### src/rtl/gumnut_data_mem_responder.sv
// gumnut_data_mem_responder
// Responder end of the Gumnut data bus: a Wishbone-classic style data RAM.
// A request (cyc & stb) is acknowledged after WAIT_STATES wait cycles with a
// single-cycle ack pulse. Transfers are strictly serialised through IDLE, so
// continuous requests complete once every WAIT_STATES+2 cycles.
//
// Handshake: a request is taken when cyc & stb are high in IDLE; the bus
// fields are latched at that edge and later changes are ignored. The only
// exception is cyc or stb going low during WAIT, which aborts the transfer
// (no write, no ack). ack/err are one-cycle pulses and dat_o is non-zero
// only while ack is high.
//
// Optional feature: define DMEM_ERR_EN to answer addresses >= DEPTH with
// data_err_o instead of data_ack_o (write suppressed, read data 0). Without
// it, data_err_o stays 0 and addresses wrap modulo DEPTH.
module gumnut_data_mem_responder #(
   parameter int ADDR_W      = 8,
   parameter int DATA_W      = 8,
   parameter int DEPTH       = 256,
   parameter int WAIT_STATES = 1
) (
   input  logic              clk,
   input  logic              rst_n,
   input  logic              data_cyc_i,
   input  logic              data_stb_i,
   input  logic              data_we_i,
   input  logic [ADDR_W-1:0] data_adr_i,
   input  logic [DATA_W-1:0] data_dat_i,
   output logic [DATA_W-1:0] data_dat_o,
   output logic              data_ack_o,
   output logic              data_err_o
);

   localparam int IDX_W = $clog2(DEPTH);
   // Counter preload: WAIT lasts WAIT_STATES cycles (count WS-1 down to 0).
   localparam logic [3:0] WS_LOAD = (WAIT_STATES > 0) ? 4'(WAIT_STATES - 1) : 4'd0;

   typedef enum logic [1:0] {
      ST_IDLE = 2'd0,
      ST_WAIT = 2'd1,
      ST_RESP = 2'd2
   } state_t;

   state_t              state_q, state_d;
   logic [3:0]          cnt_q;
   logic                lat_we_q;
   logic [ADDR_W-1:0]   lat_adr_q;
   logic [DATA_W-1:0]   lat_dat_q;
   logic [DATA_W-1:0]   mem [DEPTH];

   logic                req;
   logic                sel_we;
   logic [ADDR_W-1:0]   sel_adr;
   logic                sel_oor;
   logic                lat_oor;
   logic                ack_d, err_d, mem_we;
   logic [DATA_W-1:0]   dat_d;
   logic                ack_q, err_q;
   logic [DATA_W-1:0]   dat_q;

   assign req = data_cyc_i & data_stb_i;

`ifdef DMEM_ERR_EN
   localparam logic [ADDR_W:0] DEPTH_EXT = (ADDR_W + 1)'(DEPTH);
   assign sel_oor = ({1'b0, sel_adr} >= DEPTH_EXT);
   assign lat_oor = ({1'b0, lat_adr_q} >= DEPTH_EXT);
`else
   assign sel_oor = 1'b0;
   assign lat_oor = 1'b0;
`endif

   // State register.
   always_ff @(posedge clk or negedge rst_n) begin
      if (!rst_n) state_q <= ST_IDLE;
      else        state_q <= state_d;
   end

   // Next-state logic: abort in WAIT has priority over the count reaching 0.
   always_comb begin
      state_d = state_q;
      unique case (state_q)
         ST_IDLE: if (req) state_d = (WAIT_STATES == 0) ? ST_RESP : ST_WAIT;
         ST_WAIT: begin
            if (!req)               state_d = ST_IDLE;
            else if (cnt_q == 4'd0) state_d = ST_RESP;
         end
         ST_RESP: state_d = ST_IDLE;
         default: state_d = ST_IDLE;
      endcase
   end

   // Request registers and wait counter.
   always_ff @(posedge clk or negedge rst_n) begin
      if (!rst_n) begin
         cnt_q     <= 4'd0;
         lat_we_q  <= 1'b0;
         lat_adr_q <= '0;
         lat_dat_q <= '0;
      end else if (state_q == ST_IDLE) begin
         if (req) begin
            lat_we_q  <= data_we_i;
            lat_adr_q <= data_adr_i;
            lat_dat_q <= data_dat_i;
            cnt_q     <= WS_LOAD;
         end
      end else if (state_q == ST_WAIT) begin
         if (!req)               cnt_q <= 4'd0;
         else if (cnt_q != 4'd0) cnt_q <= cnt_q - 4'd1;
      end
   end

   // Transfer being resolved: with no wait states RESP is entered straight
   // from IDLE, so the live bus is used; otherwise the latched copy.
   always_comb begin
      sel_we  = lat_we_q;
      sel_adr = lat_adr_q;
      if (state_q == ST_IDLE) begin
         sel_we  = data_we_i;
         sel_adr = data_adr_i;
      end
   end

   // Output logic: next values of the registered bus outputs and write strobe.
   always_comb begin
      ack_d  = (state_d == ST_RESP) & ~sel_oor;
      err_d  = (state_d == ST_RESP) & sel_oor;
      dat_d  = '0;
      if (ack_d && !sel_we) dat_d = mem[sel_adr[IDX_W-1:0]];
      mem_we = (state_q == ST_RESP) & lat_we_q & ~lat_oor;
   end

   // Registered bus outputs, cleared asynchronously by reset.
   always_ff @(posedge clk or negedge rst_n) begin
      if (!rst_n) begin
         ack_q <= 1'b0;
         err_q <= 1'b0;
         dat_q <= '0;
      end else begin
         ack_q <= ack_d;
         err_q <= err_d;
         dat_q <= dat_d;
      end
   end

   // Memory array (not reset); written at the edge that ends RESP.
   always_ff @(posedge clk) begin
      if (mem_we) mem[lat_adr_q[IDX_W-1:0]] <= lat_dat_q;
   end

   assign data_ack_o = ack_q;
   assign data_err_o = err_q;
   assign data_dat_o = dat_q;

endmodule

### config.mk
export PLATFORM = sky130hd
export DESIGN_NAME = gumnut_data_mem_responder
export DESIGN_NICKNAME = d
export VERILOG_FILES = /design/src/rtl/gumnut_data_mem_responder.sv
export SDC_FILE = /design/constraint.sdc
export NUM_CORES = 2
export LEC_CHECK = 0
export ABC_AREA = 0
export CELL_PAD_IN_SITES_DETAIL_PLACEMENT = 0
export CELL_PAD_IN_SITES_GLOBAL_PLACEMENT = 1
export CORE_MARGIN = 4
export CORE_UTILIZATION = 40
export DETAILED_ROUTE_END_ITERATION = 8
export HOLD_SLACK_MARGIN = 0.12
export PLACE_DENSITY = 0.59
export SLEW_MARGIN = 10
export SYNTH_ARGS = -nofsm -noshare
export SYNTH_HDL_FRONTEND = slang
export SYNTH_SLANG_ARGS = --single-unit
### constraint.sdc
create_clock -name clk -period 6.6 [get_ports clk]
set_input_delay 1.98 -clock clk [delete_from_list [all_inputs] [get_ports clk]]
set_output_delay 1.98 -clock clk [all_outputs]
set_load 0.05 [all_outputs]
==> impl_results.md <==
- Adder-cell share of the synthesized area: 0.0152%
- PnR worst setup slack: 1.31 ns
- Critical-path top delay cell: mux4_2
- Die area: 212000 um^2
- Leading cell type in the layout, fill and taps excluded: edfxtp_1
- Initial antenna violation count: 17
- Buffers on Ports: 29
- Final wirelength: 244000 um
- Final Wtd Congestion: 0.854
- Placement-stage cell area: 86200 um^2
- Max-Cap Viols: 0
- Post-synth EDFFs: 2048
- Setup Crit Path Kind: input pin to flip-flop
- Number of buffers added for setup after CTS: 0
- Starting Density: 40.2%
- Sequential group share of total power: 49.9%
- Mapped cell area: 82100 um^2
- Slew Viols, Final: 61
- CTS resizes: 0
- Fraction of registers with async set/reset: 1.54%
- Measured slew at the worst slew-check pin: 1.61 ns
- Min Tclk post-route: 5.29 ns
- R2R Setup Slk: 1.66 ns
- Total track usage: 22.9%
- Min-Delay Path Class: flip-flop to flip-flop
- Synth warnings: 0
- CP cell instances: clkdlybuf4s50_1 > or3b_4 > nand2_8 > buf_12 > buf_12 > mux4_2 > a221oi_1 > o21ai_1 > a21oi_1 > buf_4 > or3_1 > o21bai_1
- Antenna viol nets, final: 0
- Logic pwr share: 11.6%
- Final Hold Viols: 0
- Worst endpoint data arrival time: 6.03 ns
- WHS Path Cells: 2
- Setup TNS: 0 ns
- Iter 0 DRT Violations: 5127
- Cts bufs inserted: 216
- Switching fraction of total power: 25.6%
- Final setup vio count: 0
- Syn Inst Count: 4558
- Synthesis-to-layout area growth: 13.4%
- Worst setup SP type: input pin
- DR pass1 iterations: 5
- Hold slack: 0.586 ns
- Critical Path Most Common Cell: buf_12
- CTS tree: yes
- Net Sw Power: 7.93 mW
- # IOs: 31
- Worst vdd ir: 235 uV
- Final Skew: 0.0479 ns
- Synth Area in Compound Gates: 3.44%
- Worst reg2reg path depth: 12
- Clock Sinks: 2080
- Total core area: 204000 um^2
- Worst setup EP type: flip-flop
- Rows: 166
- Failing checks: slew limit
- Worst hold start: cnt_q[1]
- Vias in the first global route: 43700
- Most frequent cells in the layout: edfxtp_1 (2048), nand2_1 (604), mux4_2 (326)
- Synth Area in XOR/XNOR: 0%
- Design Area, Final: 93100 um^2
- Post-synthesis mux area share: 11.9%
- Clock network power share: 38.5%
- Core Util, Final: 45.5%
- H-tree Lvls: 4
- Largest net degree at the start of global routing: 209
- Main combinational cell family by area after synthesis: multiplexers
- Period utilisation layout: 80.2%
- Syn avg cell area: 18.0 um^2
- R2r startpoint: state_q[1]
- DRC Markers: 0
- Worst skew pair latency: 0.87 ns
- Clock Tree Buf Depth: 3
- Cell-internal power: 23.0 mW
- Yosys reg bits: 2080
- Routed vias: 44400
- Fmax: 0.189 GHz
- DP HPWL: 150000 um
- Crit path max fanout: 31
- Sequential fraction of the synthesis area: 75.9%
- Min-Delay Endpoint: cnt_q[1]
- Root Driver: clkbuf_16
- Post-Place Setup Slack: 0.446 ns
- Syn Nets: 4580
- Vias/cell: 5.84
- Hold-fix buffers, CTS: 0
- Leakage: 29.6 nW
- Post-synthesis simple-gate area fraction: 6.47%
- Worst reg2reg endpoint: data_dat_o[7]
- Mean routed wirelength per cell: 32.1 um
- Unrepaired setup endpoints after global routing: false
- First-pass GRT wire length: 344000 um
- CTS clk-pin slew, worst paths: 0.06 ns
- Share of layout cells above drive strength 1: 18.4%
- CP required: 7.34 ns
- Status: finished, violations left
- Distinct cells, synth: 79
- CP peak stage delay: 0.60 ns
- Die Y: 461 um
- Max-Slew Margin vs Limit: -7.38%
- GR Overflow Total: 0
- Power density of the placed cells: 333 nW/um^2
- Most used DFF post-synth: edfxtp_1
- Chip width: 461 um
- Nets: 4750
synth_stat cells (11+ instances only):
cell,n,area share (%)
a21oi_1,68,0.41
mux4_2,326,8.9
a32oi_1,21,0.22
buf_12,11,0.27
o22ai_1,36,0.27
buf_1,15,0.069
dfrtp_1,32,0.98
nand2_1,614,2.8
a31oi_1,62,0.47
a211oi_1,18,0.16
buf_6,21,0.29
buf_2,98,0.60
o21ai_0,49,0.30
nand4_1,22,0.17
edfxtp_1,2048,75
nor3_1,20,0.12
nand3_1,207,1.3
mux4_1,20,0.64
nor2_1,288,1.3
clkbuf_1,82,0.38
a221oi_1,41,0.44
a311oi_1,18,0.19
nor4_1,12,0.091
buf_8,15,0.27
and3_1,33,0.25
o2111ai_1,14,0.15
mux2_2,14,0.19
mux2i_1,169,2.1
inv_1,16,0.073
o211ai_1,12,0.11
buf_4,37,0.34
area by class of cell:
type,instances,area (um^2)
fill,17600,111000
sequential,2080,62300
multi-input combinational,2181,18100
clock buffer,270,5740
tap,2688,3360
timing repair buffer,233,2380
clock inverter,132,1140
inverter,16,60.1
antenna,10,25.0
cell families after synthesis:
| kind of cell | Yosys count |
|---|---|
| AO/OA/AOI/OAI | 404 |
| adder cells (fa/ha/maj) | 1 |
| buffers and inverters | 297 |
| flip-flops | 2080 |
| multiplexers | 530 |
| other | 1 |
| AND/OR/NAND/NOR | 1245 |
metrics by stage:
stage / power [mW] / cells
3_3_place_gp: 19.3 / 7197
2_1_floorplan: 17.8 / 4558
4_1_cts: 31.2 / 7600
3_5_place_dp: 19.3 / 7198
5_1_grt: 31.9 / 7601
6_report: 31.0 / 7610
worst max-delay path, delay by kind of cell:
| family | cells | cell delay [ns] |
|---|---|---|
| buf+inv | 4 | 1.24 |
| mux | 1 | 0.60 |
| compound gates | 4 | 1.20 |
| simple gates | 3 | 0.94 |
registers in the layout (all words and copies together), names as in the netlist:
name and cells:
mem 2048, data_dat_o 8, lat_adr_q 8, lat_dat_q 8, cnt_q 4, state_q 2, data_ack_o 1, lat_we_q 1
per-layer routing:
layer	wire length, um	GRT usage, %
met1	106000	33.5
met2	111000	34.4
met3	19400	4.66
met4	7970	7.66
met5	28	0
power groups by stage:
stage	logic [mW]	registers, mW	clock network, mW
final	3.58	15.5	11.9
after global routing	3.77	15.5	12.7
after CTS	3.60	15.5	12.1
after detailed placement	3.59	15.7	0
after global placement	3.57	15.7	0
after floorplan	1.74	16.0	0
how the worst max path moves through the flow:
stage | slack (ns) | to | from | depth (start not counted)
4_1_cts | 1.36 | data_dat_o[4] | data_adr_i[0] | 12
3_3_place_gp | 0.42 | data_dat_o[4] | data_adr_i[0] | 12
5_1_grt | 1.24 | data_dat_o[4] | data_adr_i[0] | 12
3_5_place_dp | 0.45 | data_dat_o[4] | data_adr_i[0] | 12
2_1_floorplan | 2.23 | data_dat_o[1] | data_adr_i[0] | 9
6_report | 1.31 | data_dat_o[4] | data_adr_i[0] | 12
(Power assumes the default switching activity.)
